### src/rtl/trap_unit_if.sv
// Trap controller bus: CSR access port, execute-stage trap sources and trap outputs.
// The slave side is the trap unit; the master side is the core/CSR file.
interface trap_unit_if;
    logic        trap_rd_en;
    logic        trap_wr_en;
    logic [11:0] csr_addr;
    logic [31:0] csr_wr_data;
    logic [31:0] trap_rd_data;
    logic        global_mie;
    logic [31:0] pc;
    logic [31:0] inst;
    logic [31:0] fault_addr;
    logic        illegal_inst;
    logic        inst_misaligned;
    logic        ecall;
    logic        ebreak;
    logic        load_misaligned;
    logic        store_misaligned;
    logic        msip;
    logic        mtip;
    logic        meip_async;
    logic        dbus_wait;
    logic        mret;
    logic        trap;
    logic [31:0] trap_target;
    logic [31:0] mepc_out;

    modport slave (
        input  trap_rd_en, trap_wr_en, csr_addr, csr_wr_data, global_mie,
        input  pc, inst, fault_addr,
        input  illegal_inst, inst_misaligned, ecall, ebreak, load_misaligned, store_misaligned,
        input  msip, mtip, meip_async, dbus_wait, mret,
        output trap_rd_data, trap, trap_target, mepc_out
    );

    modport master (
        output trap_rd_en, trap_wr_en, csr_addr, csr_wr_data, global_mie,
        output pc, inst, fault_addr,
        output illegal_inst, inst_misaligned, ecall, ebreak, load_misaligned, store_misaligned,
        output msip, mtip, meip_async, dbus_wait, mret,
        input  trap_rd_data, trap, trap_target, mepc_out
    );
endinterface

### src/rtl/trap_unit.sv
// Machine-mode trap controller owning mtvec/mie/mip/mepc/mcause/mtval.
// Define RANGER_VECTORED_MTVEC_EN to make mtvec.MODE writable (vectored interrupts).
module trap_unit #(
    parameter logic [31:0] RESET_MTVEC = 32'h0000_0000
) (
    input logic         clk,
    input logic         rst,
    trap_unit_if.slave  bus
);

    typedef enum logic [1:0] {RUN, HOLD, FLUSH} state_t;

    localparam logic [31:0] MIE_MASK = 32'h0000_0888;

    state_t      state_q, state_d;
    logic [31:0] mtvec_q;
    logic [31:0] mie_q;
    logic [31:0] mepc_q;
    logic [31:0] mcause_q;
    logic [31:0] mtval_q;
    logic        meipSync1_q, meipSync2_q;

    logic [31:0] mipValue;
    logic [31:0] pendingBits;
    logic        intPending;
    logic        excValid;
    logic [3:0]  excCode;
    logic [31:0] excTval;
    logic [3:0]  intCode;
    logic        trapFire;
    logic        trapIsInt;
    logic [3:0]  trapCode;
    logic [31:0] trapBase;
    logic [1:0]  modeWrite;
    logic [31:0] rdData;

    assign mipValue    = {20'b0, meipSync2_q, 3'b0, bus.mtip, 3'b0, bus.msip, 3'b0};
    assign pendingBits = mipValue & mie_q;
    assign intPending  = bus.global_mie && (pendingBits != 32'b0);

    // Synchronous exceptions in fixed priority order, with their mtval source.
    always_comb begin
        excValid = 1'b1;
        excCode  = 4'd0;
        excTval  = 32'b0;
        if (bus.illegal_inst) begin
            excCode = 4'd2;
            excTval = bus.inst;
        end else if (bus.inst_misaligned) begin
            excCode = 4'd0;
            excTval = bus.fault_addr;
        end else if (bus.ecall) begin
            excCode = 4'd11;
        end else if (bus.ebreak) begin
            excCode = 4'd3;
        end else if (bus.store_misaligned) begin
            excCode = 4'd6;
            excTval = bus.fault_addr;
        end else if (bus.load_misaligned) begin
            excCode = 4'd4;
            excTval = bus.fault_addr;
        end else begin
            excValid = 1'b0;
        end
    end

    always_comb begin
        if (pendingBits[11])     intCode = 4'd11;
        else if (pendingBits[3]) intCode = 4'd3;
        else                     intCode = 4'd7;
    end

    // An interrupt waits in HOLD while the data bus stalls; mret only defers interrupts.
    always_comb begin
        state_d   = state_q;
        trapFire  = 1'b0;
        trapIsInt = 1'b0;
        case (state_q)
            RUN: begin
                if (excValid) begin
                    trapFire = 1'b1;
                    state_d  = FLUSH;
                end else if (intPending) begin
                    if (bus.dbus_wait) begin
                        state_d = HOLD;
                    end else if (!bus.mret) begin
                        trapFire  = 1'b1;
                        trapIsInt = 1'b1;
                        state_d   = FLUSH;
                    end
                end
            end
            HOLD: begin
                if (excValid) begin
                    trapFire = 1'b1;
                    state_d  = FLUSH;
                end else if (!intPending) begin
                    state_d = RUN;
                end else if (!bus.dbus_wait && !bus.mret) begin
                    trapFire  = 1'b1;
                    trapIsInt = 1'b1;
                    state_d   = FLUSH;
                end
            end
            FLUSH:   state_d = RUN;
            default: state_d = RUN;
        endcase
    end

    assign trapCode = trapIsInt ? intCode : excCode;
    assign trapBase = {mtvec_q[31:2], 2'b00};

    always_comb begin
        bus.trap        = trapFire && !rst;
        bus.trap_target = 32'b0;
        if (bus.trap) begin
            if (trapIsInt && (mtvec_q[1:0] == 2'b01))
                bus.trap_target = trapBase + {26'b0, trapCode, 2'b00};
            else
                bus.trap_target = trapBase;
        end
    end

`ifdef RANGER_VECTORED_MTVEC_EN
    assign modeWrite = (bus.csr_wr_data[1:0] == 2'b01) ? 2'b01 : 2'b00;
`else
    assign modeWrite = 2'b00;
`endif

    // A trap's mepc/mcause/mtval update overrides a same-cycle CSR write to them.
    always_ff @(posedge clk or posedge rst) begin
        if (rst) begin
            state_q     <= RUN;
            mtvec_q     <= {RESET_MTVEC[31:2], 2'b00};
            mie_q       <= 32'b0;
            mepc_q      <= 32'b0;
            mcause_q    <= 32'b0;
            mtval_q     <= 32'b0;
            meipSync1_q <= 1'b0;
            meipSync2_q <= 1'b0;
        end else begin
            state_q     <= state_d;
            meipSync1_q <= bus.meip_async;
            meipSync2_q <= meipSync1_q;
            if (bus.trap_wr_en) begin
                case (bus.csr_addr)
                    12'h304: mie_q    <= bus.csr_wr_data & MIE_MASK;
                    12'h305: mtvec_q  <= {bus.csr_wr_data[31:2], modeWrite};
                    12'h341: mepc_q   <= {bus.csr_wr_data[31:2], 2'b00};
                    12'h342: mcause_q <= bus.csr_wr_data;
                    12'h343: mtval_q  <= bus.csr_wr_data;
                    default: ;
                endcase
            end
            if (trapFire) begin
                mepc_q   <= {bus.pc[31:2], 2'b00};
                mcause_q <= {trapIsInt, 27'b0, trapCode};
                mtval_q  <= trapIsInt ? 32'b0 : excTval;
            end
        end
    end

    always_comb begin
        rdData = 32'b0;
        case (bus.csr_addr)
            12'h304: rdData = mie_q;
            12'h305: rdData = mtvec_q;
            12'h341: rdData = mepc_q;
            12'h342: rdData = mcause_q;
            12'h343: rdData = mtval_q;
            12'h344: rdData = mipValue;
            default: rdData = 32'b0;
        endcase
    end

    assign bus.trap_rd_data = bus.trap_rd_en ? rdData : 32'b0;
    assign bus.mepc_out     = mepc_q;

endmodule

### src/flat_wrapper.sv
// flat-port wrapper written by rule: the top's interface ports become plain ports
module trap_unit_flat 
#(
    parameter logic [31:0] RESET_MTVEC = 32'h0000_0000
)
  (clk, rst, bus_trap_rd_en, bus_trap_wr_en, bus_csr_addr, bus_csr_wr_data, bus_global_mie, bus_pc, bus_inst, bus_fault_addr, bus_illegal_inst, bus_inst_misaligned, bus_ecall, bus_ebreak, bus_load_misaligned, bus_store_misaligned, bus_msip, bus_mtip, bus_meip_async, bus_dbus_wait, bus_mret, bus_trap_rd_data, bus_trap, bus_trap_target, bus_mepc_out);
  trap_unit_if bus_i ();
  input logic clk;
  input logic rst;
  input wire logic [$bits(bus_i.trap_rd_en)-1:0] bus_trap_rd_en;
  input wire logic [$bits(bus_i.trap_wr_en)-1:0] bus_trap_wr_en;
  input wire logic [$bits(bus_i.csr_addr)-1:0] bus_csr_addr;
  input wire logic [$bits(bus_i.csr_wr_data)-1:0] bus_csr_wr_data;
  input wire logic [$bits(bus_i.global_mie)-1:0] bus_global_mie;
  input wire logic [$bits(bus_i.pc)-1:0] bus_pc;
  input wire logic [$bits(bus_i.inst)-1:0] bus_inst;
  input wire logic [$bits(bus_i.fault_addr)-1:0] bus_fault_addr;
  input wire logic [$bits(bus_i.illegal_inst)-1:0] bus_illegal_inst;
  input wire logic [$bits(bus_i.inst_misaligned)-1:0] bus_inst_misaligned;
  input wire logic [$bits(bus_i.ecall)-1:0] bus_ecall;
  input wire logic [$bits(bus_i.ebreak)-1:0] bus_ebreak;
  input wire logic [$bits(bus_i.load_misaligned)-1:0] bus_load_misaligned;
  input wire logic [$bits(bus_i.store_misaligned)-1:0] bus_store_misaligned;
  input wire logic [$bits(bus_i.msip)-1:0] bus_msip;
  input wire logic [$bits(bus_i.mtip)-1:0] bus_mtip;
  input wire logic [$bits(bus_i.meip_async)-1:0] bus_meip_async;
  input wire logic [$bits(bus_i.dbus_wait)-1:0] bus_dbus_wait;
  input wire logic [$bits(bus_i.mret)-1:0] bus_mret;
  output wire logic [$bits(bus_i.trap_rd_data)-1:0] bus_trap_rd_data;
  output wire logic [$bits(bus_i.trap)-1:0] bus_trap;
  output wire logic [$bits(bus_i.trap_target)-1:0] bus_trap_target;
  output wire logic [$bits(bus_i.mepc_out)-1:0] bus_mepc_out;
  assign bus_i.trap_rd_en = bus_trap_rd_en;
  assign bus_i.trap_wr_en = bus_trap_wr_en;
  assign bus_i.csr_addr = bus_csr_addr;
  assign bus_i.csr_wr_data = bus_csr_wr_data;
  assign bus_i.global_mie = bus_global_mie;
  assign bus_i.pc = bus_pc;
  assign bus_i.inst = bus_inst;
  assign bus_i.fault_addr = bus_fault_addr;
  assign bus_i.illegal_inst = bus_illegal_inst;
  assign bus_i.inst_misaligned = bus_inst_misaligned;
  assign bus_i.ecall = bus_ecall;
  assign bus_i.ebreak = bus_ebreak;
  assign bus_i.load_misaligned = bus_load_misaligned;
  assign bus_i.store_misaligned = bus_store_misaligned;
  assign bus_i.msip = bus_msip;
  assign bus_i.mtip = bus_mtip;
  assign bus_i.meip_async = bus_meip_async;
  assign bus_i.dbus_wait = bus_dbus_wait;
  assign bus_i.mret = bus_mret;
  assign bus_trap_rd_data = bus_i.trap_rd_data;
  assign bus_trap = bus_i.trap;
  assign bus_trap_target = bus_i.trap_target;
  assign bus_mepc_out = bus_i.mepc_out;
  trap_unit #(.RESET_MTVEC(RESET_MTVEC)) u_core (.clk(clk), .rst(rst), .bus(bus_i));
endmodule
### config.mk
export PLATFORM = sky130hd
export DESIGN_NAME = trap_unit_flat
export DESIGN_NICKNAME = d
export VERILOG_FILES = /design/src/rtl/trap_unit_if.sv /design/src/rtl/trap_unit.sv /design/src/flat_wrapper.sv
export SDC_FILE = /design/constraint.sdc
export NUM_CORES = 1
export LEC_CHECK = 0
export CORE_AREA = 2 2 129 131
export CTS_CLUSTER_DIAMETER = 150
export DETAILED_ROUTE_END_ITERATION = 12
export DIE_AREA = 0 0 131 133
export GPL_ROUTABILITY_DRIVEN = 1
export PLACE_DENSITY = 0.8
export SYNTH_ARGS = -nofsm -noshare
export SYNTH_HDL_FRONTEND = slang
export SYNTH_SLANG_ARGS = --single-unit
### constraint.sdc
create_clock -name clk -period 7.6 [get_ports clk]
set_input_delay 1.14 -clock clk [delete_from_list [all_inputs] [get_ports clk]]
set_output_delay 1.14 -clock clk [all_outputs]
set_load 0.05 [all_outputs]
Yosys cells after proc, flatten, opt, wreduce, memory -nomap -nowiden
Cells that the tools add are included.

storage, ports and cells
  bits in registers = 133
  output and inout port bits = 97

operators by class
  reductions and logical operators = 18
  equal/unequal tests = 10
  bitwise logic cells = 1
  muxes and demuxes = 53

operators by type and width
  operator                number
  $mux W32                18
  $pmux W32 S6            1
  $eq A12 B10 Y1 const B  6
  $reduce_bool A32 Y1     1
  $mux W4                 7
  $mux W1                 15
  $mux W2                 7
  $and A12 B12 Y12        1
  $reduce_and A2 Y1       5
  $reduce_bool A2 Y1      4
  $mux W3                 2
  $ne A4 B3 Y1 const B    1
  $ne A4 B4 Y1 const B    1
  $pmux W1 S2             2
  $pmux W2 S2             1
  $logic_and A1 B1 Y1     3
  $logic_not A1 Y1        3
  $ne A3 B1 Y1 const B    1
  $reduce_and A3 Y1       1
  $eq A2 B1 Y1 const B    1
  $logic_not A2 Y1        1

Depth between registers and ports, before layout
  depth after elaboration = 10
  gate-level depth with buffers = 8

Least setup slack after synthesis
OpenSTA, ideal clock, no wires.

  kind = input port to output port
  start = input port rst
  end = output port bus_trap_target[31]
  path slack = 0.414 ns
  buffers on the path = 1
  arrival time = 6.046 ns
  cell stages on the path = 3
  cells stage by stage = inv_1 clkbuf_1 and3_1

between the ends
  cells in the longest elaborated chain, start to end = 3

RTL lines
  what                 RTL line            text
  start: declaration   flat_wrapper.sv:9   input logic rst;
  $logic_not A1 Y1     trap_unit.sv:114    bus.trap = trapFire && !rst;
  $logic_and A1 B1 Y1  trap_unit.sv:114
  $mux W32             trap_unit.sv:116    if (bus.trap) begin
  end: declaration     flat_wrapper.sv:31  output wire logic [$bits(bus_i.trap_target)-1:0] bus_trap_target;

No other way between the ends.

Worst setup path in the final report
  start = input port bus_csr_addr[6]
  end = output port bus_trap_rd_data[22]

between the ends
  cells in the longest elaborated chain, start to end = 3

RTL lines
  what                RTL line            text
  start: declaration  flat_wrapper.sv:12  input wire logic [$bits(bus_i.csr_addr)-1:0] bus_csr_addr;
  $eq A12 B10 Y1      trap_unit.sv:165    case (bus.csr_addr)
  $pmux W32 S6 *      trap_unit.sv:165
  $mux W32 *          trap_unit.sv:176    assign bus.trap_rd_data = bus.trap_rd_en ? rdData : 32'b0;
  end: declaration    flat_wrapper.sv:29  output wire logic [$bits(bus_i.trap_rd_data)-1:0] bus_trap_rd_data;

Every way passes the cells marked *; elsewhere a longest branch is shown, timed or not.

==> impl_metrics.tcl <==
set metrics [dict create \
    yosysSeqAreaShare_pct 45.0 \
    status "complete, no violations" \
    cp-end-kind "primary output" \
    power_leakage_nw 4.17 \
    dr.pass1.iters 6 \
    max_freq_mhz 166 \
    cts_buffer_depth 2 \
    synth_area_leaders "dfrtp_1 45%, nand2_1 8.2%, o21ai_0 7.1%, mux2_2 5.1%, mux2i_1 4.7%" \
    die_area_um2 17400 \
    min_period_ns 6.02 \
    synth-edff-count 0 \
    min_path_cells 0 \
    cts_buffers 17 \
    cp.required_ns 6.46 \
    critPathMaxFanout 16 \
    tightest_slew_ns 1.12 \
    pwr_density_cell_nw_per_um2 220 \
    top_layer_used "met4" \
    cp_common_cell "clkdlybuf4s50_1" \
    arrival_ns 4.88 \
    clock_sinks 130 \
    netSwitchingPower_mw 0.727 \
    dr_wl_met2_um 12000 \
    synth.distinct_cells 37 \
    drcViolationCount 0 \
    path_buf_inv 3 \
    cts_hold_buf 0 \
    place_congestion 0.775 \
    yosysTopAreaCell "dfrtp_1" \
    drive_gt1_share_pct 8.55 \
    antenna_found_initial 0 \
    relSlewSlack_pct 25.3 \
    min_path_type "reg -> reg" \
    fp.dieW_um 131 \
    grt_max_degree 96 \
    ioPinCount 253 \
    wl_met1_um 10600 \
    start_util_pct 44.7 \
    yosys_warnings 0 \
    async_reset_ff_share_pct 100 \
    ys.flop_type "dfrtp_1" \
    worstSetupPathDepth 8 \
    core-area_um2 16200 \
    worstSkewPairLatency_ns 0.41 \
    drv_slew 0 \
    finalSetupViolations 0 \
    dpl.hpwl_um 15800 \
    crit_chain "clkdlybuf4s50_1 -> or4b_1 -> nor2_1 -> and3_1 -> buf_4 -> a32oi_1 -> a21oi_1 -> clkdlybuf4s50_1" \
    maxCapViolations 0 \
    fin_crit_sh_pct 79.2 \
    tritoncts "built" \
    final_cell_area_um2 10400 \
    syn_inst 805 \
    cts_resized 0 \
    netlist.area_leader.share_pct 45.0 \
    syn2layout_area_growth_pct 43.3 \
    avgViaCountPerCell 5.84 \
    row_count 47 \
    cts_htree_levels 4 \
    clk_pin_slew_ns 0.05 \
    slowest_delay_ns 0.85 \
    num_antenna_cells 0 \
    hold_viol_final 0 \
    rsz0062_at_grt "no" \
    fin_nets 1163 \
    place_ws_ns 1.67 \
    overflow 0 \
    die_y_um 133 \
    power_frac_clock_pct 34.9 \
    vdd_drop_max_mv 0.167 \
    fin_tns_setup_ns 0 \
    p_sw_share_pct 31.8 \
    grt_pass1_vias 7298 \
    timing.critical_path.from_type "input port" \
    syn-cell-area_um2 7230 \
    cp_top_family "buffers and inverters" \
    fin_ws_ns 1.58 \
    layout.cells.non_filler 1237 \
    num_vias 7218 \
    ant_nets 0 \
    timing.setup.critical_path_class "in -> out" \
    seqPwrFrac_pct 38.2 \
    wl_met3_um 2170 \
    p_int_mw 1.56 \
    cts_setup_buffers 0 \
    drt-total-wl_um 25300 \
    fillers 1354 \
    port_buffers 246 \
    track_usage_pct 28.7 \
    cts-root-buf "clkbuf_16" \
    combPwrFrac_pct 26.9 \
    dpl.cell_count 1208 \
    final_util_pct 64.1 \
    drt_iter0_markers 523 \
    skew_ns 0.00854 \
    cp_slowest_cell "clkdlybuf4s50_1" \
    syn_avg_cell_area_um2 8.98 \
    synth_seq_cells 130 \
    ff2ff_path_depth 6 \
    grt_pass1_wl_um 38800 \
    wl_per_cell_um 20.4 \
    place_area_um2 9790 \
]
[placed cells by master, fill, tap and decap left out, types with 7 or more instances in the layout]
cell type / n
a21oi_1: 57
a22oi_1: 36
a2bb2oi_1: 32
a32oi_1: 29
and3_1: 33
buf_4: 9
clkbuf_16: 17
clkdlybuf4s50_1: 245
dfrtp_1: 130
mux2_2: 33
mux2i_1: 34
nand2_1: 156
nand2b_1: 33
nor2_1: 10
nor3_1: 7
o21ai_0: 102
[layer usage]
metal	GRT usage, %	vias up
met5	0	-
met4	9.93	0
met3	7.04	44
met2	46.7	359
met1	37.2	3502
li1	-	3313
[synthesized netlist by cell type, types with 2 or more instances]
master / number
dfrtp_1: 130
buf_1: 9
mux2_2: 33
inv_1: 2
mux2i_1: 34
or3_1: 2
a22oi_1: 36
nand2b_1: 33
nor2b_1: 2
a32oi_1: 29
buf_4: 5
buf_6: 3
a2bb2oi_1: 32
o21ai_0: 102
a31oi_1: 2
and2_1: 2
or4b_1: 2
nor3_1: 7
a21boi_0: 3
nand4_1: 2
nor2_1: 10
buf_2: 10
a21oi_1: 58
and3_1: 35
nand3_1: 5
clkbuf_1: 50
nand2_1: 157
[state kept, by name, indices dropped and copies added (netlist names)]
| signal | count |
|---|---|
| u_core.bus.mepc_out | 30 |
| u_core.mcause_q | 32 |
| u_core.meipSync1_q | 1 |
| u_core.meipSync2_q | 1 |
| u_core.mie_q | 3 |
| u_core.mtval_q | 32 |
| u_core.mtvec_q | 30 |
| u_core.state_q | 1 |
[cell families after synthesis]
group,after synthesis,synth area share (%)
buffers and inverters,79,4.85
and+or+nand+nor,263,17.2
muxes,67,9.85
DFF,130,45.0
other,1,0.0519
AOI/OAI and AO/OA,265,23.0
[path summary, 6_finish.rpt]
kind | from | slack, ns | endpoint
max | bus_csr_addr[6] | 1.58 | bus_trap_rd_data[22]
min | u_core.meipSync1_q | 0.35 | u_core.meipSync2_q
max reg2reg | u_core.mie_q[11] | 4.94 | u_core.mtval_q[16]
min reg2reg | u_core.meipSync1_q | 0.35 | u_core.meipSync2_q
max in group asynchronous | rst | 5.43 | u_core.bus.mepc_out[3]
min in group asynchronous | rst | 1.28 | u_core.mtvec_q[25]
[final cells by class]
cell class	count	area [um^2]	share of cell area (%)
Multi-Input combinational cell	599	3690	35.6
Inverter	2	13.8	0.133
Tap cell	220	275	2.66
Clock inverter	6	80.1	0.773
Clock buffer	23	488	4.71
Timing Repair Buffer	257	2560	24.8
Sequential cell	130	3250	31.4
[power groups by stage]
stage               clock, mW  sequential [mW]  combinational (mW)
global route            0.834            0.883               0.655
CTS                     0.807            0.870               0.615
detailed placement          0            0.878               0.611
floorplan                   0             1.01               0.222
finish                  0.797            0.872               0.615
global placement            0            0.876               0.603
[metrics by stage]
stage                     hold slack [ns]  power [mW]
after floorplan                     0.331        1.23
after global placement              0.335        1.48
after detailed placement            0.340        1.49
after CTS                           0.350        2.29
after global routing                0.360        2.37
final                               0.348        2.28
(Power assumes the default switching activity.)
